<file path="config.mk">
export PLATFORM = sky130hd
export DESIGN_NAME = note_led_driver_flat
export DESIGN_NICKNAME = d
export VERILOG_FILES = /design/src/rtl/note_led_driver_if.sv /design/src/rtl/note_led_driver.sv /design/src/flat_wrapper.sv
export SDC_FILE = /design/constraint.sdc
export NUM_CORES = 1
export LEC_CHECK = 0
export CAP_MARGIN = 20
export CORE_UTILIZATION = 45
export CTS_CLUSTER_DIAMETER = 50
export CTS_CLUSTER_SIZE = 30
export DETAILED_ROUTE_END_ITERATION = 8
export PLACE_DENSITY = 0.57
export SYNTH_ARGS = -nofsm -noshare
export SYNTH_HDL_FRONTEND = slang
export SYNTH_SLANG_ARGS = --single-unit
</file>
<file path="constraint.sdc">
create_clock -name clk -period 3.1 [get_ports clk]
set_input_delay 0.62 -clock clk [delete_from_list [all_inputs] [get_ports clk]]
set_output_delay 0.62 -clock clk [all_outputs]
set_load 0.1 [all_outputs]
</file>
<file path="src/rtl/note_led_driver_if.sv">
// Note-source <-> LED-driver bundle: note/mode in, LED drive and new-note pulse out.
// The source side (keyboard/song logic or a bench) takes the master modport.
interface note_led_driver_if #(
  parameter int NUM_NOTES = 7,
  parameter int NOTE_W    = 4
);
  logic [NOTE_W-1:0]    song_note;
  logic [1:0]           mode;
  logic [NUM_NOTES-1:0] led_code;
  logic                 note_change;

  modport master (output song_note, mode, input  led_code, note_change);
  modport slave  (input  song_note, mode, output led_code, note_change);
endinterface

</file>
<file path="src/rtl/note_led_driver.sv">
// Registered note-to-LED driver: one-hot, bar, afterglow hold and idle chase modes,
// plus a one-cycle pulse whenever a new valid note arrives.
module note_led_driver #(
  parameter int NUM_NOTES   = 7,
  parameter int NOTE_W      = 4,
  parameter int HOLD_CYCLES = 5_000_000,
  parameter int IDLE_CYCLES = 100_000_000,
  parameter int STEP_CYCLES = 10_000_000
) (
  input logic              clk,
  input logic              rst_n,
  note_led_driver_if.slave bus
);

  typedef enum logic [1:0] {
    MODE_ONEHOT = 2'd0,
    MODE_BAR    = 2'd1,
    MODE_HOLD   = 2'd2,
    MODE_CHASE  = 2'd3
  } mode_e;

  localparam int HOLD_W = $clog2(HOLD_CYCLES + 1);
  localparam int IDLE_W = $clog2(IDLE_CYCLES + 1);
  localparam int STEP_W = $clog2(STEP_CYCLES + 1);

  localparam logic [NOTE_W-1:0]    NOTE_MAX  = NOTE_W'(NUM_NOTES);
  localparam logic [HOLD_W-1:0]    HOLD_LOAD = HOLD_W'(HOLD_CYCLES);
  localparam logic [IDLE_W-1:0]    IDLE_MAX  = IDLE_W'(IDLE_CYCLES);
  localparam logic [STEP_W-1:0]    STEP_LAST = STEP_W'(STEP_CYCLES - 1);
  localparam logic [NUM_NOTES-1:0] POS_MSB   = {1'b1, {(NUM_NOTES-1){1'b0}}};

  logic [NOTE_W-1:0]    note_d, note_q, note_prev_q;
  logic [HOLD_W-1:0]    hold_d [NUM_NOTES];
  logic [HOLD_W-1:0]    hold_q [NUM_NOTES];
  logic [IDLE_W-1:0]    idle_d, idle_q;
  logic [STEP_W-1:0]    step_d, step_q;
  logic [NUM_NOTES-1:0] pos_d, pos_q;
  logic [NUM_NOTES-1:0] led_d, led_q;
  logic                 change_d, change_q;

  logic [NUM_NOTES-1:0] onehot, bar, hold_lit;
  logic                 rest, chase_active;

  always_comb begin
    // NOTE: every always_comb output gets a default first so no path leaves it unassigned (no latch).
    onehot = '0;
    bar    = '0;
    note_d = (bus.song_note > NOTE_MAX) ? '0 : bus.song_note;
    for (int k = 1; k <= NUM_NOTES; k++) begin
      if (note_q == NOTE_W'(k)) onehot[NUM_NOTES-k] = 1'b1;
      if (note_q >= NOTE_W'(k)) bar[NUM_NOTES-k]    = 1'b1;
    end

    // An LED is lit on the cycle its note is decoded and while its counter drains.
    for (int i = 0; i < NUM_NOTES; i++) begin
      hold_lit[i] = onehot[i] | (hold_q[i] != '0);
      if (onehot[i])            hold_d[i] = HOLD_LOAD;
      else if (hold_q[i] != '0) hold_d[i] = hold_q[i] - HOLD_W'(1);
      else                      hold_d[i] = '0;
    end

    rest         = (note_q == '0);
    chase_active = rest && (idle_q == IDLE_MAX);

    idle_d = idle_q;
    step_d = step_q;
    pos_d  = pos_q;
    if (!rest) begin
      idle_d = '0;
      step_d = '0;
      pos_d  = POS_MSB;
    end else begin
      if (idle_q != IDLE_MAX) idle_d = idle_q + IDLE_W'(1);
      if (chase_active) begin
        if (step_q == STEP_LAST) begin
          step_d = '0;
          pos_d  = pos_q[0] ? POS_MSB : (pos_q >> 1);
        end else begin
          step_d = step_q + STEP_W'(1);
        end
      end
    end

    case (mode_e'(bus.mode))
      MODE_ONEHOT: led_d = onehot;
      MODE_BAR:    led_d = bar;
      MODE_HOLD:   led_d = hold_lit;
      MODE_CHASE:  led_d = chase_active ? pos_q : onehot;
      default:     led_d = onehot;
    endcase

    change_d = !rest && (note_q != note_prev_q);
  end

  always_ff @(posedge clk or negedge rst_n) begin
    if (!rst_n) begin
      note_q      <= '0;
      note_prev_q <= '0;
      idle_q      <= '0;
      step_q      <= '0;
      pos_q       <= POS_MSB;
      led_q       <= '0;
      change_q    <= '0;
      // NOTE: the hold counters are individual flops, not a RAM, so they take the async reset.
      for (int i = 0; i < NUM_NOTES; i++) hold_q[i] <= '0;
    end else begin
      // NOTE: non-blocking assignments so every register samples pre-edge values.
      note_q      <= note_d;
      note_prev_q <= note_q;
      idle_q      <= idle_d;
      step_q      <= step_d;
      pos_q       <= pos_d;
      led_q       <= led_d;
      change_q    <= change_d;
      for (int i = 0; i < NUM_NOTES; i++) hold_q[i] <= hold_d[i];
    end
  end

  assign bus.led_code    = led_q;
  assign bus.note_change = change_q;

endmodule

</file>
<file path="src/flat_wrapper.sv">
// flat-port wrapper written by rule: the top's interface ports become plain ports
module note_led_driver_flat 
#(
  parameter int NUM_NOTES   = 7,
  parameter int NOTE_W      = 4,
  parameter int HOLD_CYCLES = 5_000_000,
  parameter int IDLE_CYCLES = 100_000_000,
  parameter int STEP_CYCLES = 10_000_000
)
  (clk, rst_n, bus_song_note, bus_mode, bus_led_code, bus_note_change);
  note_led_driver_if #(.NUM_NOTES(NUM_NOTES), .NOTE_W(NOTE_W)) bus_i ();
  input logic clk;
  input logic rst_n;
  input wire logic [$bits(bus_i.song_note)-1:0] bus_song_note;
  input wire logic [$bits(bus_i.mode)-1:0] bus_mode;
  output wire logic [$bits(bus_i.led_code)-1:0] bus_led_code;
  output wire logic [$bits(bus_i.note_change)-1:0] bus_note_change;
  assign bus_i.song_note = bus_song_note;
  assign bus_i.mode = bus_mode;
  assign bus_led_code = bus_i.led_code;
  assign bus_note_change = bus_i.note_change;
  note_led_driver #(.NUM_NOTES(NUM_NOTES), .NOTE_W(NOTE_W), .HOLD_CYCLES(HOLD_CYCLES), .IDLE_CYCLES(IDLE_CYCLES), .STEP_CYCLES(STEP_CYCLES)) u_core (.clk(clk), .rst_n(rst_n), .bus(bus_i));
endmodule
</file>
==> results.md <==
* RR Endpoint: u_core.step_q[13]
* Post-synthesis cell count at 1192
* Largest net degree at the start of global routing at 72
* GRT overflow at 0
* Die height at 163.3 um
* Final Hold Fails at 0
* Delay-heaviest family, CP: simple AND/OR/NAND/NOR gates
* Area Growth Syn to Fin at 14.54%
* Die width at 163.3 um
* Post-synth ARST share at 1.000
* Port Buffers at 15
* Drt pass-1 iters at 5
* Antenna diodes at 0
* RSZ-0062 raised after global routing: false
* Synth Area in Adders at 0.01817
* Mapped Area at 0.01171 mm2
* Mean Syn Cell Area at 9.821 um2
* Post-CTS Setup Repair Bufs at 0
* Number of enable flip-flop cells after synthesis at 0
* GRT Total Usage at 0.1957
* Final antenna-violating net count at 0
* Clk Latency, worst-skew pair at 0.55 ns
* DIE AREA at 0.02666 mm2
* Clk Tree Root Cell: clkbuf_16
* Min Tclk post-route at 2.562 ns
* Worst relative slew slack at 0.5706
* Nets at 1263
* Worst-margin pin slew at 0.6388 ns
* Pleak at 5.279 nW
* Crit start category: flip-flop
* Largest family of logic cells by synthesized area: simple AND/OR/NAND/NOR gates
* Worst EP arrival at 2.98 ns
* Number of core rows at 58
* Post-synthesis mux area share at 0
* Vias in the first global route at 8771
* CTS max path bufs at 3
* Top cells by area, synth: dfrtp_1, xnor2_1, nor2_1
* Simple-Gate Fraction of Synth Area at 0.2532
* Count leader, synth: dfrtp_1
* Via count at 8825
* H-tree depth at 1
* Fin area at 0.01341 mm2
* Clk slew on worst S/H paths at 0.06 ns
* Synthesized flop and latch total at 235
* Clk_skew at 0.01982 ns
* CP Capture Type: flip-flop
* Net Count, Synth at 1217
* Slowest stage cell, crit path: or4_1
* WP buf/inv at 1
* DRT Wirelength at 24.90 mm
* Setup TNS Final at 0 ns
* Status: finished, final reports clean
* CP Class: flip-flop to flip-flop
* Distinct cells, synth at 65
* Initial antenna violation count at 0
* Sink Count at 235
* Seq/Total Area, Yosys at 0.5025
* Crit path launch: u_core.step_q[0]
* Ys Warns at 0
* Hpwl dp at 16.85 mm
* Fraction of layout cells with a size suffix above 1 at 0.09762
* Final setup viols at 0
* Max_cap viols at 0
* Complex-gate fraction of the synthesized area at 0.09374
* Worst R2R Start: u_core.step_q[0]
* Number of DRC markers in iteration 0 at 402
* Critical path endpoint: u_core.step_q[13]
* Max Fanout on Critical Path at 9
* Worst EP required at 3.52 ns
* I/O pins at 16
* Area after DPL at 0.01236 mm2
* Peak VDD IR at 0.0007929 V
* DR vias/cell at 5.550
* Cell Pwr Density at 722.0 mW/mm2
* Worst path cell trace: ha_1, and3_1, nand4_1, or4_1, o21ai_2, buf_4, a21oi_1
* Share of the synthesized area in the top cell type at 0.5002
* Starting density of the core at 0.4622
* Cells on worst reg2reg path at 7
* Setup slack, reg-to-reg at 0.54 ns
* CTS tree: done
* WHS at 0.03711 ns
* CP Depth at 7
* Max Fclk at 0.3904 GHz
* Post-synth top cells: dfrtp_1, nor2_1, xnor2_1
* First-pass GRT wire length at 42.80 mm
* Placer Congestion at 0.8066
* Wirelength per Cell at 15.66 um
* Dominant cell type by area after synthesis: dfrtp_1
* Period utilisation layout at 0.8263
* Max Slew Vio Count at 0
* Slowest Stage Delay on Critical Path at 0.74 ns
* Hold-fix buffers, CTS at 0
* Worst Hold Class: input port to asynchronous set/reset pin
* Post-route DRC violation count at 0
* Core Area at 0.02533 mm2
* Resized Gates After CTS at 0
* Num CTS Buffers at 31
* Synth Area in XOR/XNOR at 0.1107
* Main flop type after synthesis: dfrtp_1
## flip-flops by register name, summed over array words and instances (netlist names)
name and count:
u_core.idle_q 27, u_core.bus.led_code 7, u_core.step_q 24, u_core.bus.note_change 1, u_core.pos_q 7, u_core.note_q 4
u_core.note_prev_q 4, u_core.hold_q 161
## stage by stage
| step | util | total power, mW | instances | setup WS, ns |
|---|---|---|---|---|
| 2_1_floorplan | - | 5.621 | 1192 | 0.8467 |
| 3_3_place_gp | 0.4882 | 6.068 | 1535 | 0.5590 |
| 4_1_cts | 0.5294 | 9.791 | 1590 | 0.5195 |
| 6_report | 0.5294 | 9.680 | 1590 | 0.5385 |
| 3_5_place_dp | 0.4882 | 6.122 | 1535 | 0.5302 |
| 5_1_grt | 0.5294 | 10.28 | 1590 | 0.3723 |
## routing by layer
metal,part of all wire,up-vias,global-route usage
met5,0,-,0
met4,0.022,0,0.05098
met3,0.031,35,0.03123
met2,0.46,101,0.3186
met1,0.49,4303,0.2707
li1,-,4386,-
## cells by family after synthesis
logic type,after synthesis
other,1
AO/OA/AOI/OAI,179
XOR/XNOR,148
buffers and inverters,62
AND/OR/NAND/NOR,550
flip-flops,235
adder cells (fa/ha/maj),17
## where the power goes
part	switching [mW]	internal [mW]	leakage (nW)
sequential	0.668	3.73	2.92
combinational	0.906	0.770	1.84
clock	1.40	2.21	0.514
## cell type report
class | count | area (um2)
clock buffers | 35 | 800.8
clock inverters | 20 | 242.7
fillers | 2317 | 11920
inverters | 29 | 108.9
multi-input cells | 895 | 5580
flip-flops and latches | 235 | 5882
well taps | 330 | 412.9
repair buffers | 46 | 380.4
## worst register-to-register path: cells and delay by family (launching register included)
kind,cells,cell delay [ns]
AND/OR/NAND/NOR,3,1.14
adder cells (fa/ha/maj),1,0.22
buffers and inverters,1,0.24
AO/OA/AOI/OAI,2,0.42
flip-flops,1,0.43
## worst min path at each step
| stage | to | slack, ns |
|---|---|---|
| finish | u_core.hold_q[49] | 0.04 |
| global route | u_core.hold_q[110] | 0.06 |
| CTS | u_core.hold_q[110] | 0.05 |
| detailed placement | u_core.hold_q[115] | 0.46 |
| global placement | u_core.hold_q[115] | 0.45 |
| floorplan | u_core.bus.led_code[0] | 0.32 |
## layout by cell type, fill, tap and decap left out, types with 29 or more instances in the layout
cell / netlist / routed
buf_4: 0 / 38
clkbuf_16: 0 / 31
nor2_1: 167 / 167
xnor2_1: 93 / 93
nand2_1: 69 / 69
nand3_1: 47 / 47
a21oi_1: 42 / 42
dfrtp_1: 234 / 234
nor4_1: 39 / 38
o21ai_0: 70 / 70
inv_1: 29 / 29
or4_1: 49 / 49
nor3_1: 52 / 52
xor2_1: 55 / 55
Note: power is estimated with default switching activity, not from simulation.
